<file path="src/rtl/gfx_mem_arbiter.sv">
// Round-robin read arbiter that shares one synchronous video memory read port
// between the four graphics clients and returns each word one cycle later.
module gfx_mem_arbiter #(
  parameter int unsigned AW = 16,
  parameter int unsigned DW = 16
) (
  input  logic          CLK,
  input  logic          RST,
  input  logic [AW-1:0] spcon_memory_address,
  input  logic [AW-1:0] bg0_memory_address,
  input  logic [AW-1:0] bg1_memory_address,
  input  logic [AW-1:0] ov_memory_address,
  input  logic          spcon_rvalid,
  input  logic          bg0_rvalid,
  input  logic          bg1_rvalid,
  input  logic          ov_rvalid,
  output logic [DW-1:0] spcon_memory_data,
  output logic [DW-1:0] bg0_memory_data,
  output logic [DW-1:0] bg1_memory_data,
  output logic [DW-1:0] ov_memory_data,
  output logic          spcon_rready,
  output logic          bg0_rready,
  output logic          bg1_rready,
  output logic          ov_rready,
  input  logic          mem_stall,
  output logic [AW-1:0] mem_address,
  output logic          mem_rd,
  input  logic [DW-1:0] mem_data
);

  logic [3:0]    rvalid;
  logic [AW-1:0] addr [4];
  logic [3:0]    elig;

  logic [1:0] rr_ptr_q,    rr_ptr_d;
  logic       ret_valid_q, ret_valid_d;
  logic [1:0] ret_id_q,    ret_id_d;

  logic       grant_vld;
  logic [1:0] grant_id;
  logic [1:0] idx;

  assign rvalid  = {ov_rvalid, bg1_rvalid, bg0_rvalid, spcon_rvalid};
  assign addr[0] = spcon_memory_address;
  assign addr[1] = bg0_memory_address;
  assign addr[2] = bg1_memory_address;
  assign addr[3] = ov_memory_address;

  // The client being returned to still presents its old address, so skip it.
  always_comb begin
    elig = rvalid;
    if (ret_valid_q) begin
      elig[ret_id_q] = 1'b0;
    end
  end

  // Grant search upward from rr_ptr; no grants while stalled or held in reset.
  always_comb begin
    grant_vld = 1'b0;
    grant_id  = rr_ptr_q;
    idx       = '0;
    for (int k = 0; k < 4; k++) begin
      idx = rr_ptr_q + 2'(k);
      if (!grant_vld && elig[idx] && !mem_stall && !RST) begin
        grant_vld = 1'b1;
        grant_id  = idx;
      end
    end
  end

  always_comb begin
    rr_ptr_d    = rr_ptr_q;
    ret_valid_d = grant_vld;
    ret_id_d    = ret_id_q;
    if (grant_vld) begin
      rr_ptr_d = grant_id + 2'd1;
      ret_id_d = grant_id;
    end
  end

  always_ff @(posedge CLK or posedge RST) begin
    if (RST) begin
      rr_ptr_q    <= '0;
      ret_valid_q <= 1'b0;
      ret_id_q    <= '0;
    end else begin
      rr_ptr_q    <= rr_ptr_d;
      ret_valid_q <= ret_valid_d;
      ret_id_q    <= ret_id_d;
    end
  end

  assign mem_rd      = grant_vld;
  assign mem_address = grant_vld ? addr[grant_id] : '0;

  assign spcon_rready = ret_valid_q && (ret_id_q == 2'd0);
  assign bg0_rready   = ret_valid_q && (ret_id_q == 2'd1);
  assign bg1_rready   = ret_valid_q && (ret_id_q == 2'd2);
  assign ov_rready    = ret_valid_q && (ret_id_q == 2'd3);

  // Read data is broadcast ungated; rready tells each client when to sample.
  assign spcon_memory_data = mem_data;
  assign bg0_memory_data   = mem_data;
  assign bg1_memory_data   = mem_data;
  assign ov_memory_data    = mem_data;

endmodule

</file>
<file path="config.mk">
export PLATFORM = sky130hd
export DESIGN_NAME = gfx_mem_arbiter
export DESIGN_NICKNAME = d
export VERILOG_FILES = /design/src/rtl/gfx_mem_arbiter.sv
export SDC_FILE = /design/constraint.sdc
export NUM_CORES = 1
export LEC_CHECK = 0
export CORE_MARGIN = 2
export CORE_UTILIZATION = 26
export DETAILED_ROUTE_END_ITERATION = 6
export GPL_TIMING_DRIVEN = 0
export PLACE_DENSITY = 0.83
export REMOVE_ABC_BUFFERS = 1
export SYNTH_ARGS = -nofsm -noshare
export SYNTH_HDL_FRONTEND = slang
export SYNTH_SLANG_ARGS = --single-unit
export TNS_END_PERCENT = 10
</file>
<file path="constraint.sdc">
create_clock -name CLK -period 2.4 [get_ports CLK]
set_clock_uncertainty 0.1 [all_clocks]
set_input_delay 0.36 -clock CLK [delete_from_list [all_inputs] [get_ports CLK]]
set_output_delay 0.36 -clock CLK [all_outputs]
set_load 0.01 [all_outputs]
</file>
# Word-level counts from Yosys, hierarchy flattened
# Cells that the tools add are included.
dict set report word_totals {
  register_bits 5
  latch_bits 0
  ramBits 0
  romBits 0
  out_inout_bits 85
  wordCells 64
  n_memories 0
}
dict set report op_classes {
  add_sub_neg 4
  mul 0
  div_mod_pow 0
  n_lt_le_gt_ge 7
  eq_ne 3
  shifts 0
  mux 22
  n_bitwise 3
  n_reduce_logical 22
}
# operator n
set ops {}
lappend ops {{two-way mux 16 bit} 3}
lappend ops {{binary-select mux 16 bit (select 2 bit)} 1}
lappend ops {{logical AND 1 bit} 16}
lappend ops {{less-than comparator 2 x 3 -> 1 bit (second input constant)} 5}
lappend ops {{two-way mux 1 bit} 9}
lappend ops {{binary-select mux 1 bit (select 2 bit)} 4}
lappend ops {{two-way mux 2 bit} 3}
lappend ops {{zero test 1 bit} 5}
lappend ops {{adder 2 x 1 -> 2 bit (second input constant)} 2}
lappend ops {{adder 2 bit (second input constant)} 2}
lappend ops {{bitwise AND 4 bit} 1}
lappend ops {{== test 2 bit (second input constant)} 2}
lappend ops {{two-way mux 4 bit} 1}
lappend ops {{NOT 4 bit} 1}
lappend ops {{greater-or-equal comparator 3 bit (second input constant)} 1}
lappend ops {{NOT 2 -> 3 bit} 1}
lappend ops {{demux 1 bit (select 2 bit)} 1}
lappend ops {{== test 2 x 1 -> 1 bit (second input constant)} 1}
lappend ops {{greater-or-equal comparator 2 x 1 -> 1 bit (second input constant)} 1}
lappend ops {{zero test 2 bit} 1}

# Longest topological paths before layout
# Gate-level depths: netlist of the first run.
dict set report depth {
  ltp_word 32
  depth_mapped 11
}

# Worst setup path after synthesis of the first run
# Ideal clock, no wire load.
dict set report synth_timing {
  path_type {register -> output}
  from {reg ret_id_q[0]}
  to {out mem_address[0]}
  t_arrival_ns 2.202
  setup_slack_ns -0.262
  path_stages_with_launch 10
  path_cell_list {dfrtp_1 > buf_6 > or3b_4 > a32oi_1 > a311o_2 > a41oi_2 > xnor2_4 > buf_6 > mux2i_1 > o22ai_1}
}
dict set report synth_via {
  elab_chain_cells 32
  elab_cells_between_ends 42
  classes_between {order compare: 2; mux: 22; bitwise: 3; reduce/logical: 15}
}
# item line
set synth_lines {}
lappend synth_lines {{from (decl)} 37} ;# logic [1:0] ret_id_q, ret_id_d;
lappend synth_lines {{from (signal assigned)} 89} ;# ret_id_q <= ret_id_d;
lappend synth_lines {{less-than comparator 2 x 3 -> 1 bit (not written as such) / greater-or-equal comparator 2 x 1 -> 1 bit (equally long branches)} 53} ;# elig[ret_id_q] = 1'b0;
lappend synth_lines {{logical AND 1 bit (not written as such)} 53}
lappend synth_lines {{two-way mux 1 bit (not written as such)} 53}
lappend synth_lines {{demux 1 bit (select 2 bit) (*)} 53}
lappend synth_lines {{NOT 4 bit (no line) (*)} n/a}
lappend synth_lines {{bitwise AND 4 bit (no line) (*)} n/a}
lappend synth_lines {{two-way mux 4 bit (*)} 52} ;# if (ret_valid_q) begin
lappend synth_lines {{binary-select mux 1 bit (select 2 bit)} 64} ;# if (!grant_vld && elig[idx] && !mem_stall && !RST) begin
lappend synth_lines {{[13 not listed]} n/a}
lappend synth_lines {{two-way mux 1 bit} 64}
lappend synth_lines {{zero test 1 bit} 64}
lappend synth_lines {{logical AND 1 bit (3 in series)} 64}
lappend synth_lines {{two-way mux 2 bit} 64}
lappend synth_lines {{NOT 2 -> 3 bit (not written as such)} 94} ;# assign mem_address = grant_vld ? addr[grant_id] : '0;
lappend synth_lines {{binary-select mux 16 bit (select 2 bit)} 94}
lappend synth_lines {{two-way mux 16 bit (not written as such) (2 in series)} 94}
lappend synth_lines {{two-way mux 16 bit (*)} 94}
lappend synth_lines {{to (decl)} 26} ;# output logic [AW-1:0] mem_address,
# Every way passes the cells marked *; elsewhere a longest branch is shown, timed or not. The select of a mux whose other input is x is not followed.

# Worst setup path after layout of the first run
dict set report layout_timing {
  from {reg ret_id_q[0]}
  to {out mem_address[10]}
}
# The elaborated chain is that of the path after synthesis.

==> flow_metrics.py, run 1 <==
metrics = {
    "outcome": {
        "outcome": "complete, but fails checks",
        "violations": "negative setup slack",
    },
    "clock_tree": {
        "cts_made_buffers": 3,
        "clock-sinks": 5,
        "cts_max_level": 1,
        "hold_buffers": 0,
        "cts_tree": "yes",
        "root_buffer": "clkbuf_8",
        "clk_latency_ns": 0.22,
        "clkTransAtPathRegs_ns": 0.04,
        "clockBufferDepth": 2,
    },
    "critical_path": {
        "cp_cell_sequence": "or3b_4, a32oi_2, a311o_2, a41oi_4, buf_12, xnor2_4, buf_12, buf_4, mux2i_1, o22ai_1, buf_2",
        "slowest_delay_ns": 0.43,
        "worst-path-max-fanout": 9,
        "crit_path_start": "ret_id_q[0]$_DFFE_PP0P_",
        "reg2reg_slack_ns": -0.07,
        "rr_startpoint": "ret_id_q[0]$_DFFE_PP0P_",
        "r2r-end": "rr_ptr_q[1]$_DFFE_PP0P_",
        "cp-endpoint": "mem_address[10]",
        "worstPathRequired_ns": 1.94,
        "cp.arrival_ns": 2.67,
        "start_kind": "register",
        "cpMaxStageDelayCell": "dfrtp_2",
        "path_common_cell": "buf_12",
        "criticalPathCategory": "register to output port",
        "crit_path_end_kind": "output port",
        "worst_r2r_path_depth": 9,
    },
    "timing": {
        "setup_ws_ns": -0.735,
        "finalSetupViolations": 18,
        "report.final.slew_viol_count": 0,
        "period_share_pct": 131,
        "hold_viol_final": 0,
        "period_minus_slack_ns": 3.13,
        "rsz0062_at_grt": "yes",
        "fmax_mhz": 319,
        "slew_headroom_pct": 73.3,
        "tightestPinTransition_ns": 0.401,
    },
    "synthesis": {
        "syn_avg_cell_area_um2": 8.06,
        "yosysTopAreaCell": "buf_4",
        "ys.flop_type": "dfrtp_1",
        "yosysWarningCount": 0,
        "yosysTopAreaCellShare_pct": 31.2,
        "synth_edf_count": 0,
        "ys_seq_area_share_pct": 8.13,
        "synthTopCellsByArea": "buf_4 (31%), mux2i_1 (21%), dfrtp_1 (8.1%)",
        "syn_inst": 191,
        "yosysUniqueCellTypes": 36,
        "synth_seq_cells": 5,
        "syn-cell-area_mm2": 0.00154,
        "synthArstFlopShare_pct": 100,
    },
    "final_layout": {
        "nNetsFinal": 322,
        "drive_above_1_share_pct": 25.6,
        "antenna_cells": 0,
        "syn2layout_area_growth_pct": 44.8,
        "fillers": 627,
        "finalInstanceArea_mm2": 0.00223,
    },
    "pwr": {
        "power.leakage_nw": 0.987,
        "pwr-share-clk_pct": 8.2,
        "ir_drop_uv": 378,
        "p_int_mw": 1.13,
        "cellPowerDensity_mw_per_mm2": 862,
        "p_seq_share_pct": 9.6,
        "swShare_pct": 41.0,
        "power_switching_mw": 0.788,
        "p_comb_share_pct": 82.2,
    },
    "global_route": {
        "globalRouteMet3Util_pct": 9.67,
        "grt_busiest_layer": "met2",
        "grt_pass1_wl_mm": 8.63,
        "overflow": 0,
        "groute.usage.overall_pct": 17.3,
        "grt_antenna_before_repair": 0,
        "use_met1_pct": 21.1,
        "use_met2_pct": 26.4,
        "grt_max_degree": 18,
        "grt_pass1_vias": 1657,
    },
    "route": {
        "drc": 0,
        "drt_wl_total_mm": 5.67,
        "num_vias": 1588,
        "drt_iter0_drc": 46,
        "dr.pass1.iters": 4,
        "wl_per_cell_um": 18.3,
        "ant_nets": 0,
        "avgViaCountPerCell": 5.14,
    },
    "floorplanning": {
        "die-area_mm2": 0.00655,
        "die_w_um": 80.9,
        "rows": 28,
        "start_util_pct": 26.5,
        "die_h_um": 80.9,
        "core_area_mm2": 0.00582,
        "io_pins": 172,
    },
    "place": {
        "placed_area_mm2": 0.00198,
        "routabilityCongestion": 0.920,
        "dp_hpwl_mm": 4.11,
        "numPortBuffers": 91,
        "post-place-ws_ns": -2.05,
    },
    "min_path": {
        "hold_path.class": "input port to async pin",
    },
    "flow_run": {
        "max_cap_viol_count": 0,
    },
}
==> worst max-delay path: cells and delay by family (launching register included) <==
family          cells  cell delay [ns]
flops               1             0.43
buf+inv             4             0.60
simple gates        1             0.43
xor+xnor            1             0.17
compound gates      4             0.62
mux                 1             0.20
==> metrics by stage <==
step / hold slack (ns) / cells / total power, mW / setup TNS (ns) / util, %
floorplan: 0.0385 / 119 / 0.918 / -12.70 / -
global placement: 0.466 / 285 / 1.32 / -33.83 / 33.9
detailed placement: 0.496 / 286 / 1.35 / -34.17 / 34.1
CTS: 0.355 / 309 / 1.93 / -10.75 / 38.3
global route: 0.392 / 309 / 2.06 / -13.29 / 38.3
finish: 0.358 / 309 / 1.92 / -11.20 / 38.3
==> final cells by class <==
type | count | area, um2 | area share (%)
multi-input cells | 105 | 890 | 39.9
inverters | 10 | 37.5 | 1.68
well taps | 75 | 93.8 | 4.21
clock buffers | 4 | 45.0 | 2.02
repair buffers | 110 | 1030 | 46.3
flip-flops and latches | 5 | 131 | 5.90
==> registers in the layout, indices dropped and copies added (netlist names) <==
| name | flops |
|---|---|
| ret_id_q | 2 |
| ret_valid_q | 1 |
| rr_ptr_q | 2 |
==> cell families after synthesis <==
kind of cell,after synthesis,share of synthesized area (%)
AOI/OAI and AO/OA,41,18.5
xor gates and xnor gates,2,2.36
buffers and inverters,82,39.5
DFF,5,8.13
muxes,34,22.3
and+or+nand+nor,27,9.19
==> placed cells by master (no fill, tap or decap), types with 4 or more instances in the layout <==
cell type	instances
mux2i_1	31
o22ai_1	17
buf_4	13
clkdlybuf4s50_1	71
dlygate4sd2_1	4
o21ai_0	4
nand2_1	9
buf_2	16
inv_1	8
nand3_1	5
a21oi_1	5
==> repair_timing <==
| action | CTS | global route |
|---|---|---|
| endpoints found under the setup margin | 19 | 19 |
| resized for setup | 83 | 5 |
| pin swaps | 10 | 3 |
| setup buffers | 17 | 0 |
| gates cloned | 2 | 0 |
| endpoints found under the hold margin | 0 | 0 |
==> per-layer routing <==
layer	vias to the layer above	wire, um
met5	-	28
met3	6	867
met4	2	38
met2	153	2440
met1	720	2300
li1	707	-
==> cells in the mapped netlist, drive strengths merged, types with 3 or more instances <==
cell / count
buf: 70
nor2: 3
mux2i: 32
nand3: 5
o21ai: 5
a21oi: 5
inv: 10
o22ai: 17
nand2: 10
dfrtp: 5
==> power by group through the flow <==
stage | Clock [mW] | Sequential (mW) | Combinational, mW
floorplan | 0 | 0.183 | 0.736
global placement | 0 | 0.200 | 1.12
detailed placement | 0 | 0.205 | 1.15
CTS | 0.161 | 0.179 | 1.59
global route | 0.167 | 0.191 | 1.70
finish | 0.158 | 0.184 | 1.58
==> how the worst min path moves through the flow <==
stage / slack [ns] / to / cells after the start / startpoint
finish: 0.36 / rr_ptr_q[1]$_DFFE_PP0P_ / 2 / RST
global route: 0.39 / rr_ptr_q[1]$_DFFE_PP0P_ / 2 / RST
CTS: 0.36 / rr_ptr_q[1]$_DFFE_PP0P_ / 2 / RST
detailed placement: 0.50 / ret_id_q[1]$_DFFE_PP0P_ / 2 / ret_id_q[1]$_DFFE_PP0P_
global placement: 0.47 / ret_id_q[1]$_DFFE_PP0P_ / 2 / ret_id_q[1]$_DFFE_PP0P_
floorplan: 0.04 / ret_id_q[0]$_DFFE_PP0P_ / 1 / RST
Note: power is estimated with default switching activity, not from simulation.
==> inputs of run 2 (changes only) <==
--- a/config.mk
+++ b/config.mk
@@ -5,11 +5,13 @@
 export SDC_FILE = /design/constraint.sdc
 export NUM_CORES = 1
 export LEC_CHECK = 0
+export CAP_MARGIN = 25
 export CORE_MARGIN = 2
 export CORE_UTILIZATION = 26
+export CTS_CLUSTER_DIAMETER = 30
 export DETAILED_ROUTE_END_ITERATION = 6
 export GPL_TIMING_DRIVEN = 0
-export PLACE_DENSITY = 0.83
+export PLACE_DENSITY = 0.86
 export REMOVE_ABC_BUFFERS = 1
 export SYNTH_ARGS = -nofsm -noshare
 export SYNTH_HDL_FRONTEND = slang
==> run 2 against run 1 <==
The flow still finishes with violations (negative setup slack). Worst hold slack improved by 0.021 ns. Maximum frequency grew 1.5%. Worst setup slack gained 0.045 ns. Cell count fell by 1.6%. Via count is 2.0% lower. Critical endpoint is now mem_address[13].
==> flow_metrics.py, run 2 (synthesized netlist as in run 1, its figures left out) <==
metrics = {
    "outcome": {
        "outcome": "complete, but fails checks",
        "violations": "negative setup slack",
    },
    "timing": {
        "hold_ws_ns": 0.380,
        "rsz0062_at_grt": "yes",
        "slew_headroom_pct": 68.7,
        "period_share_pct": 129,
        "period_minus_slack_ns": 3.09,
        "fmax_mhz": 324,
        "hold_viol_final": 0,
        "setup_ws_ns": -0.689,
        "tightestPinTransition_ns": 0.467,
        "report.final.slew_viol_count": 0,
        "finalSetupViolations": 18,
    },
    "place": {
        "placed_area_mm2": 0.00201,
        "dp_hpwl_mm": 4.15,
        "routabilityCongestion": 0.917,
        "numPortBuffers": 91,
        "post-place-cells": 286,
    },
    "global_route": {
        "grt_max_degree": 18,
        "grt_pass1_vias": 1658,
        "groute.usage.overall_pct": 17.0,
        "grt_pass1_wl_mm": 8.42,
        "grt_antenna_before_repair": 0,
        "overflow": 0,
    },
    "floorplanning": {
        "die-area_mm2": 0.00655,
        "rows": 28,
        "start_util_pct": 26.5,
        "die_w_um": 80.9,
        "core_area_mm2": 0.00582,
        "io_pins": 172,
        "die_h_um": 80.9,
    },
    "critical_path": {
        "worstPathRequired_ns": 1.94,
        "start_kind": "register",
        "worst-path-max-fanout": 8,
        "reg2reg_slack_ns": -0.08,
        "crit_path_end_kind": "output port",
        "criticalPathCategory": "register to output port",
        "cp.arrival_ns": 2.63,
    },
    "pwr": {
        "p_seq_share_pct": 9.4,
        "p_comb_share_pct": 83.1,
        "p_int_mw": 1.22,
        "cellPowerDensity_mw_per_mm2": 893,
        "pwr-share-clk_pct": 7.6,
        "power.leakage_nw": 0.986,
        "swShare_pct": 41.1,
        "ir_drop_uv": 517,
        "power_switching_mw": 0.848,
    },
    "clock_tree": {
        "clock-sinks": 5,
        "hold_buffers": 0,
        "clkTransAtPathRegs_ns": 0.03,
        "cts_tree": "yes",
        "cts_made_buffers": 3,
        "root_buffer": "clkbuf_8",
        "clockBufferDepth": 2,
        "cts_max_level": 1,
        "clk_latency_ns": 0.22,
    },
    "final_layout": {
        "largestRegisters": "ret_id_q (2), rr_ptr_q (2), ret_valid_q (1)",
        "syn2layout_area_growth_pct": 50.2,
        "antenna_cells": 0,
        "drive_above_1_share_pct": 28.4,
        "stdcell_count": 304,
        "mostFrequentLayoutCells": "clkdlybuf4s50_1 (70), mux2i_1 (26), o22ai_1 (17)",
        "finalInstanceArea_mm2": 0.00231,
        "final_common_cell": "clkdlybuf4s50_1",
        "fillers": 612,
        "nNetsFinal": 317,
    },
    "route": {
        "dr.pass1.iters": 5,
        "avgViaCountPerCell": 5.12,
        "num_vias": 1557,
        "ant_nets": 0,
        "wl_per_cell_um": 18.6,
        "drt_wl_total_mm": 5.65,
        "drt_iter0_drc": 39,
        "drc": 0,
    },
    "min_path": {
        "hold_path.class": "input port to async pin",
    },
    "flow_run": {
        "max_cap_viol_count": 0,
    },
}
-- run 2: changes by cell type in the layout (fill, tap and decap cells not counted), moves of 2 or more --
cell,before,now
a2111oi_4,0,2
a2111oi_2,2,0
mux2i_1,31,26
buf_16,0,2
buf_4,13,7
mux2i_2,1,4
mux2i_4,0,2
dfrtp_2,2,4
-- run 2: final timing paths --
check / end / start / cells after the start
max: mem_address[13] / ret_valid_q$_DFF_PP0_ / 10
min: rr_ptr_q[1]$_DFFE_PP0P_ / RST / 2
max reg2reg: rr_ptr_q[1]$_DFFE_PP0P_ / ret_id_q[0]$_DFFE_PP0P_ / 8
min reg2reg: ret_id_q[0]$_DFFE_PP0P_ / ret_id_q[0]$_DFFE_PP0P_ / 2
max in group asynchronous: ret_id_q[1]$_DFFE_PP0P_ / RST / 2
min in group CLK: ret_id_q[0]$_DFFE_PP0P_ / ret_id_q[0]$_DFFE_PP0P_ / 2
-- run 2: per-stage QoR --
stage                     TNS (ns)  total power [mW]  utilization (%)  worst slack, ns
final                       -10.67              2.06             39.8           -0.689
after global routing        -12.62              2.19             39.8           -0.782
after CTS                   -10.77              1.99             38.5           -0.701
after detailed placement    -28.28              1.41             34.5            -1.82
after global placement      -33.73              1.32             33.9            -2.08
after floorplan             -12.70             0.918                -           -0.746
-- run 2: routing by layer --
metal	wire length, um	vias up	global-route usage (%)	share of wire (%)
li1	-	700	-	-
met1	2310	713	21.1	41
met2	2470	135	24.5	44
met3	772	9	8.67	14
met4	104	0	6.44	1.8
met5	0	-	4.17	0
-- run 2: final cells by class --
type / count / area (um2) / area share [%]
timing repair buffer: 105 / 1020 / 44.0
multi-input combinational: 105 / 987 / 42.7
sequential: 5 / 130 / 5.63
tap: 75 / 93.8 / 4.06
clock buffer: 4 / 45.0 / 1.95
inverter: 10 / 37.5 / 1.62
-- run 2: power by group through the flow --
stage / Clock, mW / Sequential (mW) / Combinational, mW
6_report: 0.156 / 0.193 / 1.71
3_3_place_gp: 0 / 0.200 / 1.12
5_1_grt: 0.165 / 0.202 / 1.82
2_1_floorplan: 0 / 0.183 / 0.736
4_1_cts: 0.159 / 0.176 / 1.65
3_5_place_dp: 0 / 0.203 / 1.21
-- run 2: critical path, stage by stage, from the launching register on --
cell     delay, ns
dfrtp_2       0.44
or3b_4        0.27
a32oi_2       0.12
a311o_2       0.37
a41oi_4       0.27
xnor2_4       0.16
buf_12        0.15
buf_16        0.14
mux2i_4       0.24
o22ai_1       0.09
buf_2         0.16
-- run 2: what timing repair did --
action                                  4_1_cts  5_1_grt
resized for setup                            93       14
setup buffers                                12        0
pin swaps                                     6        7
endpoints found under the setup margin       19       21
cloned                                        2        0
==> inputs of run 3 (changes only) <==
--- a/config.mk
+++ b/config.mk
@@ -12,6 +12,7 @@
 export DETAILED_ROUTE_END_ITERATION = 6
 export GPL_TIMING_DRIVEN = 0
 export PLACE_DENSITY = 0.86
+export RECOVER_POWER = 50
 export REMOVE_ABC_BUFFERS = 1
 export SYNTH_ARGS = -nofsm -noshare
 export SYNTH_HDL_FRONTEND = slang
==> results of run 3 <==
Same layout as run 2: the final DEF is identical, and so are final timing and power.
